<file path="src/rtl/itrx_aib_phy_io_cfg_seq.sv">
// itrx_aib_phy_io_cfg_seq: per-IO buffer config/reset sequencer (quiesce, apply, settle, release).
// Optional: ITRX_AIB_PHY_IO_CFG_SEQ_SKIP_SAME_EN lets a cfg_upd that changes nothing stay in ACTIVE.
//
// state   | meaning
// QUIESCE | driver held in reset (iredrstb=0) for QUIESCE_CYC cycles
// APPLY   | shadow config loaded onto txen/rxen, driver still in reset
// SETTLE  | driver released, RX datapath held in reset for SETTLE_CYC cycles
// ACTIVE  | fully enabled; cfg_upd or a pending update restarts the sequence
// BROKEN  | redundancy-broken cell, held quiesced until red_broken falls
module itrx_aib_phy_io_cfg_seq #(
  parameter int QUIESCE_CYC = 4,
  parameter int SETTLE_CYC  = 8,
  parameter int CNT_W       = 4
) (
  input  logic       clk,
  input  logic       rstb,
  input  logic       cfg_txen,
  input  logic [2:0] cfg_rxen,
  input  logic       cfg_upd,
  input  logic       red_broken,
  output logic       txen,
  output logic [2:0] rxen,
  output logic       iredrstb,
  output logic       rx_irstb,
  output logic       cfg_busy,
  output logic       cfg_done,
  output logic       cfg_err
);

  localparam logic [2:0]       RXEN_NRX = 3'b010;
  localparam logic [CNT_W-1:0] Q_LAST   = CNT_W'(QUIESCE_CYC - 1);
  localparam logic [CNT_W-1:0] S_LAST   = CNT_W'(SETTLE_CYC - 1);

  typedef enum logic [2:0] {
    ST_QUIESCE,
    ST_APPLY,
    ST_SETTLE,
    ST_ACTIVE,
    ST_BROKEN
  } state_t;

  state_t           state, state_nxt;
  logic [CNT_W-1:0] cnt, cnt_nxt;
  logic             pend, pend_nxt;
  logic             sh_txen, sh_txen_nxt;
  logic [2:0]       sh_rxen, sh_rxen_nxt;
  logic             txen_nxt, iredrstb_nxt, rx_irstb_nxt;
  logic [2:0]       rxen_nxt;
  logic             busy_nxt, done_nxt, err_nxt;
  logic             upd_legal, skip_same;
  logic [2:0]       upd_rxen;

  always_comb begin
    upd_legal = cfg_rxen inside {3'b000, 3'b100, 3'b001, 3'b011, 3'b010};
    upd_rxen  = upd_legal ? cfg_rxen : RXEN_NRX;
  end

`ifdef ITRX_AIB_PHY_IO_CFG_SEQ_SKIP_SAME_EN
  assign skip_same = (cfg_txen == txen) && (upd_rxen == rxen);
`else
  assign skip_same = 1'b0;
`endif

  always_comb begin
    state_nxt   = state;
    pend_nxt    = pend;
    sh_txen_nxt = sh_txen;
    sh_rxen_nxt = sh_rxen;
    txen_nxt    = txen;
    rxen_nxt    = rxen;
    done_nxt    = 1'b0;
    err_nxt     = cfg_upd & ~upd_legal;

    if (cfg_upd) begin
      sh_txen_nxt = cfg_txen;
      sh_rxen_nxt = upd_rxen;
    end

    if (red_broken) begin
      state_nxt = ST_BROKEN;
      pend_nxt  = 1'b0;
    end else begin
      case (state)
        ST_QUIESCE: if (cnt == Q_LAST) state_nxt = ST_APPLY;
        ST_APPLY: begin
          state_nxt = ST_SETTLE;
          if (cfg_upd) pend_nxt = 1'b1;
        end
        ST_SETTLE: begin
          if (cnt == S_LAST) state_nxt = ST_ACTIVE;
          if (cfg_upd) pend_nxt = 1'b1;
        end
        ST_ACTIVE: begin
          if (pend) begin
            state_nxt = ST_QUIESCE;
            pend_nxt  = 1'b0;
          end else if (cfg_upd) begin
            if (skip_same) done_nxt  = 1'b1;
            else           state_nxt = ST_QUIESCE;
          end
        end
        default: state_nxt = ST_QUIESCE;
      endcase
    end

    // Load uses the _nxt shadow so an update in the last QUIESCE cycle is not lost.
    if (state_nxt == ST_APPLY) begin
      txen_nxt = sh_txen_nxt;
      rxen_nxt = sh_rxen_nxt;
    end else if (state_nxt == ST_BROKEN) begin
      txen_nxt = 1'b0;
      rxen_nxt = RXEN_NRX;
    end

    iredrstb_nxt = (state_nxt == ST_SETTLE) || (state_nxt == ST_ACTIVE);
    rx_irstb_nxt = (state_nxt == ST_ACTIVE);
    busy_nxt     = (state_nxt != ST_ACTIVE);
    if ((state_nxt == ST_ACTIVE) && (state != ST_ACTIVE)) done_nxt = 1'b1;

    if (state_nxt != state) cnt_nxt = '0;
    else if (cnt != '1)     cnt_nxt = cnt + 1'b1;
    else                    cnt_nxt = cnt;
  end

  always_ff @(posedge clk) begin
    if (!rstb) begin
      state    <= ST_QUIESCE;
      cnt      <= '0;
      pend     <= 1'b0;
      sh_txen  <= 1'b0;
      sh_rxen  <= RXEN_NRX;
      txen     <= 1'b0;
      rxen     <= RXEN_NRX;
      iredrstb <= 1'b0;
      rx_irstb <= 1'b0;
      cfg_busy <= 1'b1;
      cfg_done <= 1'b0;
      cfg_err  <= 1'b0;
    end else begin
      state    <= state_nxt;
      cnt      <= cnt_nxt;
      pend     <= pend_nxt;
      sh_txen  <= sh_txen_nxt;
      sh_rxen  <= sh_rxen_nxt;
      txen     <= txen_nxt;
      rxen     <= rxen_nxt;
      iredrstb <= iredrstb_nxt;
      rx_irstb <= rx_irstb_nxt;
      cfg_busy <= busy_nxt;
      cfg_done <= done_nxt;
      cfg_err  <= err_nxt;
    end
  end

endmodule

</file>
<file path="config.mk">
export PLATFORM = sky130hd
export DESIGN_NAME = itrx_aib_phy_io_cfg_seq
export DESIGN_NICKNAME = d
export VERILOG_FILES = /design/src/rtl/itrx_aib_phy_io_cfg_seq.sv
export SDC_FILE = /design/constraint.sdc
export NUM_CORES = 1
export LEC_CHECK = 0
export CAP_MARGIN = 20
export CORE_MARGIN = 5
export CORE_UTILIZATION = 34
export CTS_BUF_LIST = sky130_fd_sc_hd__clkbuf_16
export DETAILED_ROUTE_END_ITERATION = 10
export GPL_TIMING_DRIVEN = 0
export SYNTH_ARGS = -nofsm -noshare
export SYNTH_HDL_FRONTEND = slang
export SYNTH_SLANG_ARGS = --single-unit
export TNS_END_PERCENT = 20
</file>
<file path="constraint.sdc">
create_clock -name clk -period 1.37 [get_ports clk]
set_input_delay 0.2055 -clock clk [delete_from_list [all_inputs] [get_ports clk]]
set_output_delay 0.2055 -clock clk [all_outputs]
set_load 0.005 [all_outputs]
</file>
==> results.yml <==
clocking:
  clk_pin_slew_worst_paths_ps: 60
  hold_buffers: 0
  ctsHtreeMaxLevel: 1
  cts_root_buf: "clkbuf_16"
  cts_inserted_buffers: 3
  max-clock-path-buffers: 2
  clock_sinks: 21
  cts_tree: "done"
  clock_latency_ps: 250
routing:
  routed_wl_um: 1820
  ant_nets: 0
  wl_per_cell_um: 12.1
  viasPerCell: 4.78
  vias: 717
  drc: 0
  firstDrtPassIters: 4
  drt_iter0_drc: 19
synth:
  ys.flop_type: "dfxtp_1"
  synth.yosys.seq_area_share_pct: 46.3
  yosysWarnings: 0
  synth_cells: 95
  synth_area_leaders: "dfxtp_1 46%, nor2_1 6.6%, mux2i_1 3.3%"
  synth-seq-cells: 21
  ys_types: 32
  yosysMostFrequentCell: "dfxtp_1"
  synth_edf_count: 0
  syn_avg_cell_area_um2: 9.55
  synth_area_um2: 907
  syn_nets: 104
  synth_area_leader_cell: "dfxtp_1"
  synth_top_area_share_pct: 46.3
  ys_async_sr_fraction_pct: 0
  netlist_top_cells_count: "21 x dfxtp_1, 16 x nor2_1, 6 x nand3_1"
worst_setup_path:
  critPathMaxFanout: 7
  critPathCaptureType: "register"
  crit_type: "reg2reg"
  crit_buf_inv: 1
  slowest_delay_ps: 350
  path_delay_family: "simple AND/OR/NAND/NOR gates"
  cpMaxStageDelayCell: "dfxtp_4"
  cp_cell_sequence: "ha_4, nor4b_4, buf_4, nand4_4, a31o_4"
  cp.arrival_ps: 1580
  crit_path_start_kind: "register"
  critPathRequiredTime_ps: 1520
timing:
  rsz0062_at_grt: "yes"
  finalSetupViolations: 3
  finalMaxSlewViolations: 0
  layout_min_cycle_time_ps: 1430
  worst_slack_ps: -61.5
  finalHoldViolations: 0
  setup_tns_ps: -106
  fmax_ghz: 0.699
  tightestPinTransition_ps: 339
  finClkSkew_ps: 1.72
  period_share_pct: 104
  slew_headroom_pct: 77.4
global_route:
  grt_overflow: 0
  antenna_found_initial: 0
  grt_pass1_vias: 700
  grtUsageTotal_pct: 10.8
  grt_start_max_net_pins: 12
  grt_first_pass_wirelength_um: 2950
placed_design:
  numPortBuffers: 16
  hpwlAfterDp_um: 1230
  gp_congestion: 0.772
  placed_cells: 141
cells_and_area:
  fill_cells: 247
  n_antenna_cell: 0
  syn_to_final_growth_pct: 40.3
  utilization_pct: 50.4
  nets: 130
  drive_gt1_share_pct: 21.7
  stdcell_count: 150
power_and_ir_drop:
  p_leak_nw: 0.454
  p_per_area_nw_per_um2: 1050
  ir_worst_vdd_v: 0.000613
min_path:
  hold_class: "reg2reg"
floorplanning:
  core_um2: 2520
  row_count: 18
  start_util_pct: 36.0
  dieArea_um2: 3800
  die_height_um: 61.7
  die_x_um: 61.7
  io_pins: 17
flow_run:
  cap_violations: 0
status:
  status: "finished with violations"
  violations: "negative setup slack"
==> layout by cell type (no fill, tap or decap), drive strengths merged <==
| master | n |
|---|---|
| a21boi | 1 |
| a21o | 1 |
| a21oi | 4 |
| a31o | 1 |
| a31oi | 3 |
| and2 | 1 |
| and3b | 1 |
| buf | 7 |
| clkbuf | 4 |
| clkdlybuf4s50 | 16 |
| dfxtp | 21 |
| ha | 1 |
| inv | 4 |
| mux2i | 3 |
| nand2 | 5 |
| nand2b | 2 |
| nand3 | 6 |
| nand3b | 2 |
| nand4 | 1 |
| nor2 | 16 |
| nor2b | 2 |
| nor3 | 4 |
| nor3b | 3 |
| nor4b | 2 |
| o211ai | 1 |
| o21ai | 1 |
| o31ai | 2 |
| o32a | 1 |
| or2 | 1 |
| xnor2 | 3 |
==> area by class of cell <==
class	instances	area, um^2	share of cell area (%)
Multi-Input combinational cell	68	495	38.9
Sequential cell	21	428	33.6
Timing Repair Buffer	21	198	15.5
Clock buffer	3	75.1	5.90
Tap cell	30	37.5	2.95
Buffer	3	23.8	1.87
Inverter	3	11.3	0.885
Clock inverter	1	3.75	0.295
==> power breakdown <==
part           internal (mW)  total (mW)  switching, mW
sequential             0.620       0.629        0.00889
combinational         0.0494      0.0941         0.0448
clock                  0.389       0.611          0.222
total                   1.06        1.33          0.275
==> worst register-to-register path, delay by kind of cell, from the launching register on <==
family                   cells  cell delay (ps)
AND/OR/NAND/NOR              2              380
flip-flops                   1              350
AO/OA/AOI/OAI                1              260
buffers and inverters        1              180
adder cells (fa/ha/maj)      1              150
==> metal layers <==
layer  global-route usage [%]  share of wire, %
met1                     12.5                46
met2                     17.6                48
met3                     2.52               3.2
met4                     7.27               2.7
met5                        0                 0
==> kinds of logic after synthesis <==
kind of cell	synth area share [%]
simple gates	30.6
flops	46.3
compound gates	11.6
buf+inv	3.86
xor+xnor	2.90
mux	3.31
fa+ha+maj	1.38
==> per-stage QoR <==
stage	area [um^2]	power [mW]	hold slack, ps	setup slack, ps
after detailed placement	1120	0.732	475	-336
after CTS	1260	1.34	478	-66.8
after global placement	1120	0.730	466	-333
after floorplan	922	0.692	327	8.72
after global routing	1270	1.38	492	-105
final	1270	1.33	476	-61.5
==> path summary, 6_finish.rpt <==
kind / slack [ps] / startpoint / cells after the start / endpoint
min: 480 / txen / 2 / txen
max reg2reg: -60 / cnt[1] / 5 / rxen[0]
max: -60 / cnt[1] / 5 / rxen[0]
min reg2reg: 480 / txen / 2 / txen
==> repair_timing <==
action / CTS / global route
pin swaps: 3 / 1
setup buffers: 4 / 1
setup endpoints to repair: 7 / 10
resized for setup: 6 / 2
==> sequential cells by signal, summed over array words and instances (netlist names) <==
name and count:
cfg_busy 1, cfg_done 1, cfg_err 1, cnt 4, iredrstb 1, pend 1
rx_irstb 1, rxen 3, sh_rxen 3, sh_txen 1, state 3, txen 1
Note: power is estimated with default switching activity, not from simulation.
